--- src/rtl/irq_controller_pkg.sv ---
// ============================================================================
// irq_controller_pkg : register offsets and FSM encoding shared by the
//                      interrupt controller files.          Rev 1.0
// ============================================================================
`default_nettype none

package irq_controller_pkg;

  localparam int DATA_W = 32;

  localparam logic [1:0] ADDR_ENABLE  = 2'd0;
  localparam logic [1:0] ADDR_MODE    = 2'd1;
  localparam logic [1:0] ADDR_PENDING = 2'd2;
  localparam logic [1:0] ADDR_CLAIM   = 2'd3;

  typedef enum logic {
    ST_IDLE   = 1'b0,
    ST_ACTIVE = 1'b1
  } state_e;

endpackage

`default_nettype wire

--- src/rtl/irq_controller_sync_edge.sv ---
// ============================================================================
// irq_sync_edge : two-flop synchroniser with rising-edge detect for one
//                 asynchronous interrupt source.             Rev 1.0
// ============================================================================
`default_nettype none

module irq_sync_edge (
  input  logic clk_i,
  input  logic reset_i,
  input  logic async_i,
  output logic level_o,
  output logic rise_o
);

  logic s1_q, s1_d;
  logic s2_q, s2_d;
  logic s3_q, s3_d;

  always_comb begin
    s1_d = async_i;
    s2_d = s1_q;
    s3_d = s2_q;
  end

  always_ff @(posedge clk_i or negedge reset_i) begin
    if (!reset_i) begin
      s1_q <= 1'b0;
      s2_q <= 1'b0;
      s3_q <= 1'b0;
    end else begin
      s1_q <= s1_d;
      s2_q <= s2_d;
      s3_q <= s3_d;
    end
  end

  assign level_o = s2_q;
  assign rise_o  = s2_q & ~s3_q;

endmodule

`default_nettype wire

--- src/rtl/irq_controller.sv ---
// ============================================================================
// irq_controller : fixed-priority external interrupt arbiter driving meip,
//                  with claim/complete register interface.    Rev 1.0
// ============================================================================
`default_nettype none

module irq_controller
  import irq_controller_pkg::*;
#(
  parameter int NUM_SRC = 8,
  parameter int ID_W    = 5
) (
  input  logic               clk_i,
  input  logic               reset_i,
  input  logic [NUM_SRC-1:0] irq_src_i,
  input  logic               ack_i,
  output logic               meip_o,
  input  logic               sel_i,
  input  logic               wen_i,
  input  logic [1:0]         addr_i,
  input  logic [DATA_W-1:0]  data_i,
  output logic [DATA_W-1:0]  data_o
);

  localparam logic [ID_W-1:0] ID_NONE = '1;

  logic [NUM_SRC-1:0] level_w;
  logic [NUM_SRC-1:0] rise_w;

  for (genvar g = 0; g < NUM_SRC; g++) begin : g_sync
    irq_sync_edge u_sync (
      .clk_i   (clk_i),
      .reset_i (reset_i),
      .async_i (irq_src_i[g]),
      .level_o (level_w[g]),
      .rise_o  (rise_w[g])
    );
  end

  state_e             state_q, state_d;
  logic [NUM_SRC-1:0] enable_q, enable_d;
  logic [NUM_SRC-1:0] mode_q, mode_d;
  logic [NUM_SRC-1:0] pending_q, pending_d;
  logic [ID_W-1:0]    claim_id_q, claim_id_d;
  logic               meip_q, meip_d;
  logic [DATA_W-1:0]  data_q, data_d;

  logic [NUM_SRC-1:0] candidate;
  logic [NUM_SRC-1:0] winner_oh;
  logic [ID_W-1:0]    winner_id;
  logic [NUM_SRC-1:0] claim_clr;
  logic [NUM_SRC-1:0] w1c_clr;
  logic               wr, rd, take, complete;
  logic [DATA_W-1:0]  rdata;
  logic               unused_data;

  assign unused_data = ^data_i;
  assign candidate   = pending_q & enable_q;
  assign wr          = sel_i & wen_i;
  assign rd          = sel_i & ~wen_i;

  // Lowest index wins: scan downward so the last hit is the smallest index.
  always_comb begin
    winner_oh = '0;
    winner_id = ID_NONE;
    for (int i = NUM_SRC - 1; i >= 0; i--) begin
      if (candidate[i]) begin
        winner_oh    = '0;
        winner_oh[i] = 1'b1;
        winner_id    = ID_W'(i);
      end
    end
  end

  always_comb begin
    state_d    = state_q;
    claim_id_d = claim_id_q;
    meip_d     = 1'b0;
    take       = 1'b0;
    complete   = 1'b0;
    case (state_q)
      ST_IDLE: begin
        meip_d = |candidate;
        if (ack_i) begin
          if (|candidate) begin
            take       = 1'b1;
            claim_id_d = winner_id;
            meip_d     = 1'b0;
            state_d    = ST_ACTIVE;
          end else begin
            claim_id_d = ID_NONE;
          end
        end
      end
      ST_ACTIVE: begin
        if (wr && addr_i == ADDR_CLAIM && data_i[ID_W-1:0] == claim_id_q) begin
          complete   = 1'b1;
          claim_id_d = ID_NONE;
          state_d    = ST_IDLE;
        end
      end
      default: state_d = ST_IDLE;
    endcase
  end

  // Edge-mode pending is sticky until claimed or W1C; a fresh rise wins.
  always_comb begin
    enable_d  = enable_q;
    mode_d    = mode_q;
    claim_clr = take ? winner_oh : '0;
    w1c_clr   = (wr && addr_i == ADDR_PENDING) ? data_i[NUM_SRC-1:0] : '0;
    if (wr && addr_i == ADDR_ENABLE) enable_d = data_i[NUM_SRC-1:0];
    if (wr && addr_i == ADDR_MODE)   mode_d   = data_i[NUM_SRC-1:0];
    for (int i = 0; i < NUM_SRC; i++) begin
      if (mode_q[i]) begin
        pending_d[i] = rise_w[i] | (pending_q[i] & ~(claim_clr[i] | w1c_clr[i]));
      end else begin
        pending_d[i] = level_w[i];
      end
    end
  end

  always_comb begin
    rdata = '0;
    case (addr_i)
      ADDR_ENABLE:  rdata[NUM_SRC-1:0] = enable_q;
      ADDR_MODE:    rdata[NUM_SRC-1:0] = mode_q;
      ADDR_PENDING: rdata[NUM_SRC-1:0] = pending_q;
      default: begin
        rdata[DATA_W-1] = (state_q == ST_ACTIVE);
        rdata[ID_W-1:0] = claim_id_q;
      end
    endcase
    data_d = rd ? rdata : data_q;
  end

  always_ff @(posedge clk_i or negedge reset_i) begin
    if (!reset_i) begin
      state_q    <= ST_IDLE;
      enable_q   <= '0;
      mode_q     <= '0;
      pending_q  <= '0;
      claim_id_q <= ID_NONE;
      meip_q     <= 1'b0;
      data_q     <= '0;
    end else begin
      state_q    <= state_d;
      enable_q   <= enable_d;
      mode_q     <= mode_d;
      pending_q  <= pending_d;
      claim_id_q <= claim_id_d;
      meip_q     <= meip_d;
      data_q     <= data_d;
    end
  end

  assign meip_o = meip_q;
  assign data_o = data_q;

endmodule

`default_nettype wire

--- config.mk ---
export PLATFORM = sky130hd
export DESIGN_NAME = irq_controller
export DESIGN_NICKNAME = d
export VERILOG_FILES = /design/src/rtl/irq_controller_pkg.sv /design/src/rtl/irq_controller_sync_edge.sv /design/src/rtl/irq_controller.sv
export SDC_FILE = /design/constraint.sdc
export NUM_CORES = 1
export LEC_CHECK = 0
export ABC_AREA = 1
export CORE_MARGIN = 2
export CORE_UTILIZATION = 39
export DETAILED_ROUTE_END_ITERATION = 8
export PLACE_DENSITY = 0.7
export SYNTH_ARGS = -nofsm -noshare
export SYNTH_HDL_FRONTEND = slang
export SYNTH_HIERARCHICAL = 1
export SYNTH_SLANG_ARGS = --single-unit
--- constraint.sdc ---
create_clock -name clk_i -period 1.22 [get_ports clk_i]
set_input_delay 0.122 -clock clk_i [delete_from_list [all_inputs] [get_ports clk_i]]
set_output_delay 0.122 -clock clk_i [all_outputs]
set_load 0.005 [all_outputs]
# --- Word level (Yosys, flattened, before mapping) ---
# Index checks and enable logic that the tools add are counted.
totals:
  register_bits: 64
  input_bits: 47
  out_inout_bits: 33
  word_cells: 139
op_classes:
  n_eq_ne: 6
  mux: 40
  n_bitwise: 53
  reduce_logical: 9
op_table:
  columns: ["op", "count"]
  rows:
  - ["$mux 8", 10]
  - ["$mux 5", 11]
  - ["$and 1x1->1", 18]
  - ["$not 1->1", 18]
  - ["$or 1x1->1", 16]
  - ["$mux 1", 15]
  - ["$pmux 5 s3", 1]
  - ["$pmux 5 s2", 1]
  - ["$pmux 3 s3", 1]
  - ["$and 8x8->8", 1]
  - ["$reduce_or 8->1", 1]
  - ["$eq 5x5->1", 1]
  - ["$logic_and 1x1->1", 5]
  - ["$eq 2x2->1 const B", 2]
  - ["$reduce_or 3->1", 1]
  - ["$eq 2x1->1 const B", 1]
  - ["$logic_not 2->1", 1]
  - ["$ne 2x1->1 const B", 1]
  - ["$ne 2x2->1 const B", 1]
  - ["$pmux 1 s2", 1]
  - ["$reduce_and 2->1", 1]

# --- Longest topological paths before layout ---
# Gate-level depths: netlist of the first run.
depth:
  depth_word: 15
  depth_mapped: 10

# --- By module ---
# Netlist of the first run, hierarchy kept.
modules_own_cells:
  columns: ["module", "n_inst", "cells_each", "area_each_um2", "seq_area_each_um2"]
  rows:
  - ["irq_controller", 1, 287, 2240.9, 980.9]
  - ["irq_sync_edge", 8, 5, 85.1, 75.1]

# --- Least setup slack after synthesis of the first run ---
# Ideal clock, no wire load.
synth_path:
  kind: "reg2reg"
  from: "register state_q"
  to: "register pending_q[3]"
  setup_time_ns: 0.127
  arrival_ns: 1.048
  required_time_ns: 1.093
  path_slack_ns: 0.046
  stages_incl_launch_ff: 5
  path_buffers: 0
  period_less_slack_ns: 1.174
  cell_sequence: "dfrtp_1 -> nor2_1 -> nand4_1 -> o211ai_1 -> a21oi_1"
synth_between:
  elab_chain_len: 7
synth_rtl:
  columns: ["element", "line_no", "text"]
  rows:
  - ["from (decl)", "irq_controller.sv:40", "state_e state_q, state_d;"]
  - ["from (signal assigned)", "irq_controller.sv:147", "state_q <= state_d;"]
  - ["$mux 1", "irq_controller.sv:81", "case (state_q)"]
  - ["$mux 8", "irq_controller.sv:110", "claim_clr = take ? winner_oh : '0;"]
  - ["$or 1x1->1", "irq_controller.sv:116", "pending_d[i] = rise_w[i] | (pending_q[i] & ~(claim_clr[i] | w1c_clr[i]));"]
  - ["$not 1->1", "irq_controller.sv:116", null]
  - ["$and 1x1->1", "irq_controller.sv:116", null]
  - ["$or 1x1->1", "irq_controller.sv:116", null]
  - ["$mux 1", "irq_controller.sv:115", "if (mode_q[i]) begin"]
  - ["net pending_d[3]", "irq_controller.sv:43", "logic [NUM_SRC-1:0] pending_q, pending_d;"]
  - ["to (signal assigned)", "irq_controller.sv:150", "pending_q <= pending_d;"]
  - ["to (decl)", "irq_controller.sv:43", null]
# The timed path passes the listed nets, and every way through them passes these cells.
# A chain may end at the register's enable or synchronous reset.

# --- Final worst setup path of the first run ---
layout_path:
  from: "register claim_id_q[2]"
  to: "register claim_id_q[3]"
layout_between:
  elab_chain_len: 4
layout_rtl:
  columns: ["element", "line_no", "text"]
  rows:
  - ["from (decl)", "irq_controller.sv:44", "logic [ID_W-1:0] claim_id_q, claim_id_d;"]
  - ["from (signal assigned)", "irq_controller.sv:151", "claim_id_q <= claim_id_d;"]
  - ["$eq 5x5->1", "irq_controller.sv:96", "if (wr && addr_i == ADDR_CLAIM && data_i[ID_W-1:0] == claim_id_q) begin"]
  - ["$logic_and 1x1->1", "irq_controller.sv:96", null]
  - ["$ne 2x1->1 (no source line)", null, null]
  - ["$reduce_and 2->1 (no source line)", null, null]
# No other way between the ends.

==> summary.md, run 1 <==
| Metric | Value |
|---|---|
| DR DRC count | 0 |
| CTS clk-pin slew, worst paths | 0.07 ns |
| TritonCTS Buffers | 9 |
| Routed vias/inst | 4.56 |
| Combinational fraction of design power | 0.294 |
| Post-Place Cells | about 500 |
| FF-to-FF setup slack | between 0.007 and 0.008 ns |
| Worst Setup End Kind | flip-flop |
| Layout cells sized above 1 | 0.271 |
| CP Cell Sequence | nand2_1 > nand2_1 > nand2_1 > nor2_2 > nand2_2 > nand2_4 > nand2_4 > a21oi_2 |
| Worst path bufs/invs | 0 |
| Synth Area in Compound Gates | 0.119 |
| Static Leakage | 1.97 nW |
| Grt ovf | 0 |
| Synth unique cells | 28 |
| ANT cells | 0 |
| Gate Count Post-Synth | 327 |
| Sequential fraction of the synthesis area | 0.541 |
| Yosys Warn Count | 6 |
| Total power draw | 0.00607 W |
| Synth area leader | dfrtp_1 |
| Maximum clock insertion buffer count | 2 |
| Hold WC Path Type | in2async |
| Final ANT Viol Nets | 0 |
| WP data arrival | 1.50 ns |
| Sw Share | 0.320 |
| Die W | 90.6 microns |
| Reg2reg end | claim_id_q[3] |
| Status | finished clean |
| Cell family with most CP delay | flip-flops |
| Routed wire length | 6440 microns |
| Largest family of logic cells by synthesized area | simple AND/OR/NAND/NOR gates |
| Adder-cell share of the synthesized area | 0 |
| Vias post-DR | ~2,400 |
| Critical Path Start Type | flip-flop |
| Seq pwr share | 0.443 |
| Reg2reg start | claim_id_q[2] |
| Drt wl/cell | 12.4 microns |
| Final Net Count | ~460 |
| TritonCTS clock tree | yes |
| RSZ-0062 raised after global routing | yes |
| Clock net sink count | 63 |
| Critical path fanouts, max | 4 |
| Largest net degree at the start of global routing | 37 |
| I/O pins | 80 |
| Crit path top cell by count | nand2_1 |
| Slowest CP cell | dfstp_2 |
| Top-area cell type share of the netlist area | 0.505 |
| Dpl hpwl | around 4800 microns |
| Die footprint | 8200 sq um |
| Slew Viols, Final | 0 |
| Synthesized area per cell | 8.93 sq um |
| Clock network power share | 0.263 |
| Most area-consuming cells after synthesis | dfrtp_1, nand2_1, buf_4 |
| Final Hold Fails | 0 |
| Cells on worst reg2reg path | 8 |
| Vias in the first global route | between 2,000 and 2,500 |
| Row cnt | 31 |
| Critical path type | reg2reg |
| Mux contribution to synthesized area | 0.0116 |
| Die Y | 90.6 microns |
| First-pass DRT Iterations | 4 |
| Slowest cell delay on critical path | 0.54 ns |
| Final setup vio count | 0 |
| PortBufs | 32 |
| Net Sw Power | 0.00194 W |
| Initial drt markers | between 100 and 150 |
| Xor/xnor share of the synthesized area | 0.00600 |
| Overall Global Routing Usage | 0.178 |
| Max Cap Viol | 0 |
| Worst-Skew Late Latency | 0.34 ns |
| CTS root buffer | clkbuf_8 |
| Worst VDD drop | 0.000663 V |
| Initial antenna violation count | 0 |
| Post-layout min period | about 1.2 ns |
| Power per cell area | 1560 nW/um^2 |
| Pint | a little over 0.004 W |
| Clk_skew | 0.00825 ns |
| Routability-driven placement congestion ratio | 0.924 |
| Cell Area, Synth | 2920 sq um |
| Global-route wire length before repair | ~11,000 microns |
| Most frequent cells in the layout | nand2_1, dfrtp_1, buf_4 |
| Fin cells | 520 |
| Filler cells | between 600 and 700 |
| Worst Path Required | 1.50 ns |
| Post-synthesis simple-gate area fraction | 0.197 |
| Final design utilization | 0.535 |
| CTS HTree Levels | 3 |
| Seq cells post-synth | 63 |
| Final setup TNS | 0 ns |
| Tcrit/Tclk final | 0.994 |
| F_max | 825 MHz |
| Core outline area | 7250 sq um |
| Area Overhead vs Synth | 32.8% |
| Commonest non-fill, non-tap cell in the layout | nand2_1 |
| Initial Utilization | 0.403 |
area by class of cell:
class	instances	area [sq um]	area share
Clock buffer	11	141	0.0364
Tap cell	99	124	0.0319
Clock inverter	5	33.8	0.00871
Multi-Input combinational cell	215	1130	0.292
Sequential cell	63	1580	0.408
Inverter	46	173	0.0445
Timing Repair Buffer	81	692	0.178
flip-flops by register name, indices dropped and copies added, names as in the netlist:
| signal | cells |
|---|---|
| enable_q | 8 |
| pending_q | 8 |
| g_sync.u_sync/s1_q | 8 |
| g_sync.u_sync/s3_q | 8 |
| state_q | 1 |
| claim_id_q | 4 |
| g_sync.u_sync/level_o | 8 |
| data_o | 9 |
| mode_q | 8 |
| meip_o | 1 |
worst max-delay path by stage:
stage / from / cells past startpoint / endpoint / slack, ns
final: claim_id_q[2] / 8 / claim_id_q[3] / 0.008
after global routing: claim_id_q[2] / 8 / claim_id_q[3] / -0.08
after CTS: enable_q[2] / 6 / pending_q[6] / -0.004
after detailed placement: addr_i[1] / 11 / claim_id_q[0] / -0.35
after global placement: wen_i / 7 / enable_q[1] / -0.30
after floorplan: state_q / 4 / pending_q[3] / 0.05
worst register-to-register path: cells and delay by family (launching register included):
kind               cells  cell delay [ns]
AOI/OAI and AO/OA      1             0.13
and+or+nand+nor        7             0.48
DFF                    1             0.54
cell usage after synthesis (all sizes together):
| cell type | count |
|---|---|
| nand4 | 2 |
| nor3 | 3 |
| dfstp | 4 |
| a21oi | 14 |
| o22ai | 2 |
| inv | 46 |
| nor2 | 33 |
| o211ai | 12 |
| o21ai | 27 |
| xor2 | 2 |
| mux2 | 3 |
| nand2 | 80 |
| a41oi | 2 |
| buf | 25 |
| dfrtp | 59 |
| nand3b | 1 |
| nand3 | 9 |
| a31oi | 2 |
| conb | 1 |
logic make-up after synthesis:
kind of cell           after synthesis
AO/OA/AOI/OAI                       59
XOR/XNOR                             2
buffers and inverters               71
flip-flops                          63
multiplexers                         3
other                                1
AND/OR/NAND/NOR                    128
per-stage QoR:
stage	worst slack, ns	hold slack (ns)	instance area (sq um)
after floorplan	0.0457	-0.174	3000
after global placement	-0.300	0.0506	3610
after detailed placement	-0.349	0.0508	3610
after CTS	-0.00412	0.198	3810
after global routing	-0.0796	0.212	3880
final	0.00780	0.212	3880
per-layer routing:
layer | GRT usage | share of wire | vias up
met5 | 0 | 0 | -
met4 | 0.122 | 0.026 | 0
met3 | 0.0401 | 0.059 | 16
met2 | 0.275 | 0.48 | 82
met1 | 0.221 | 0.44 | 1090
li1 | - | - | 1184
power groups by stage:
| stage | clock network, W | registers [W] | logic (W) |
|---|---|---|---|
| detailed placement | 0 | 0.00272 | 0.00170 |
| floorplan | 0 | 0.00272 | 0.000891 |
| CTS | 0.00164 | 0.00268 | 0.00171 |
| global route | 0.00174 | 0.00273 | 0.00200 |
| global placement | 0 | 0.00270 | 0.00166 |
| finish | 0.00160 | 0.00269 | 0.00179 |
timing repair:
action / in CTS / in global routing
endpoints found under the setup margin: 16 / 31
hold buffers: 1 / 0
gates resized for setup: 13 / 21
setup buffers: 2 / 1
pin swaps: 1 / 10
endpoints found under the hold margin: 11 / 0
Note: power is estimated with default switching activity, not from simulation.
==> run 2: changes to the inputs <==
SLEW_MARGIN = 20   (was not set)
==> results of run 2 <==
Final layout, timing and power as in run 1 (identical DEF).
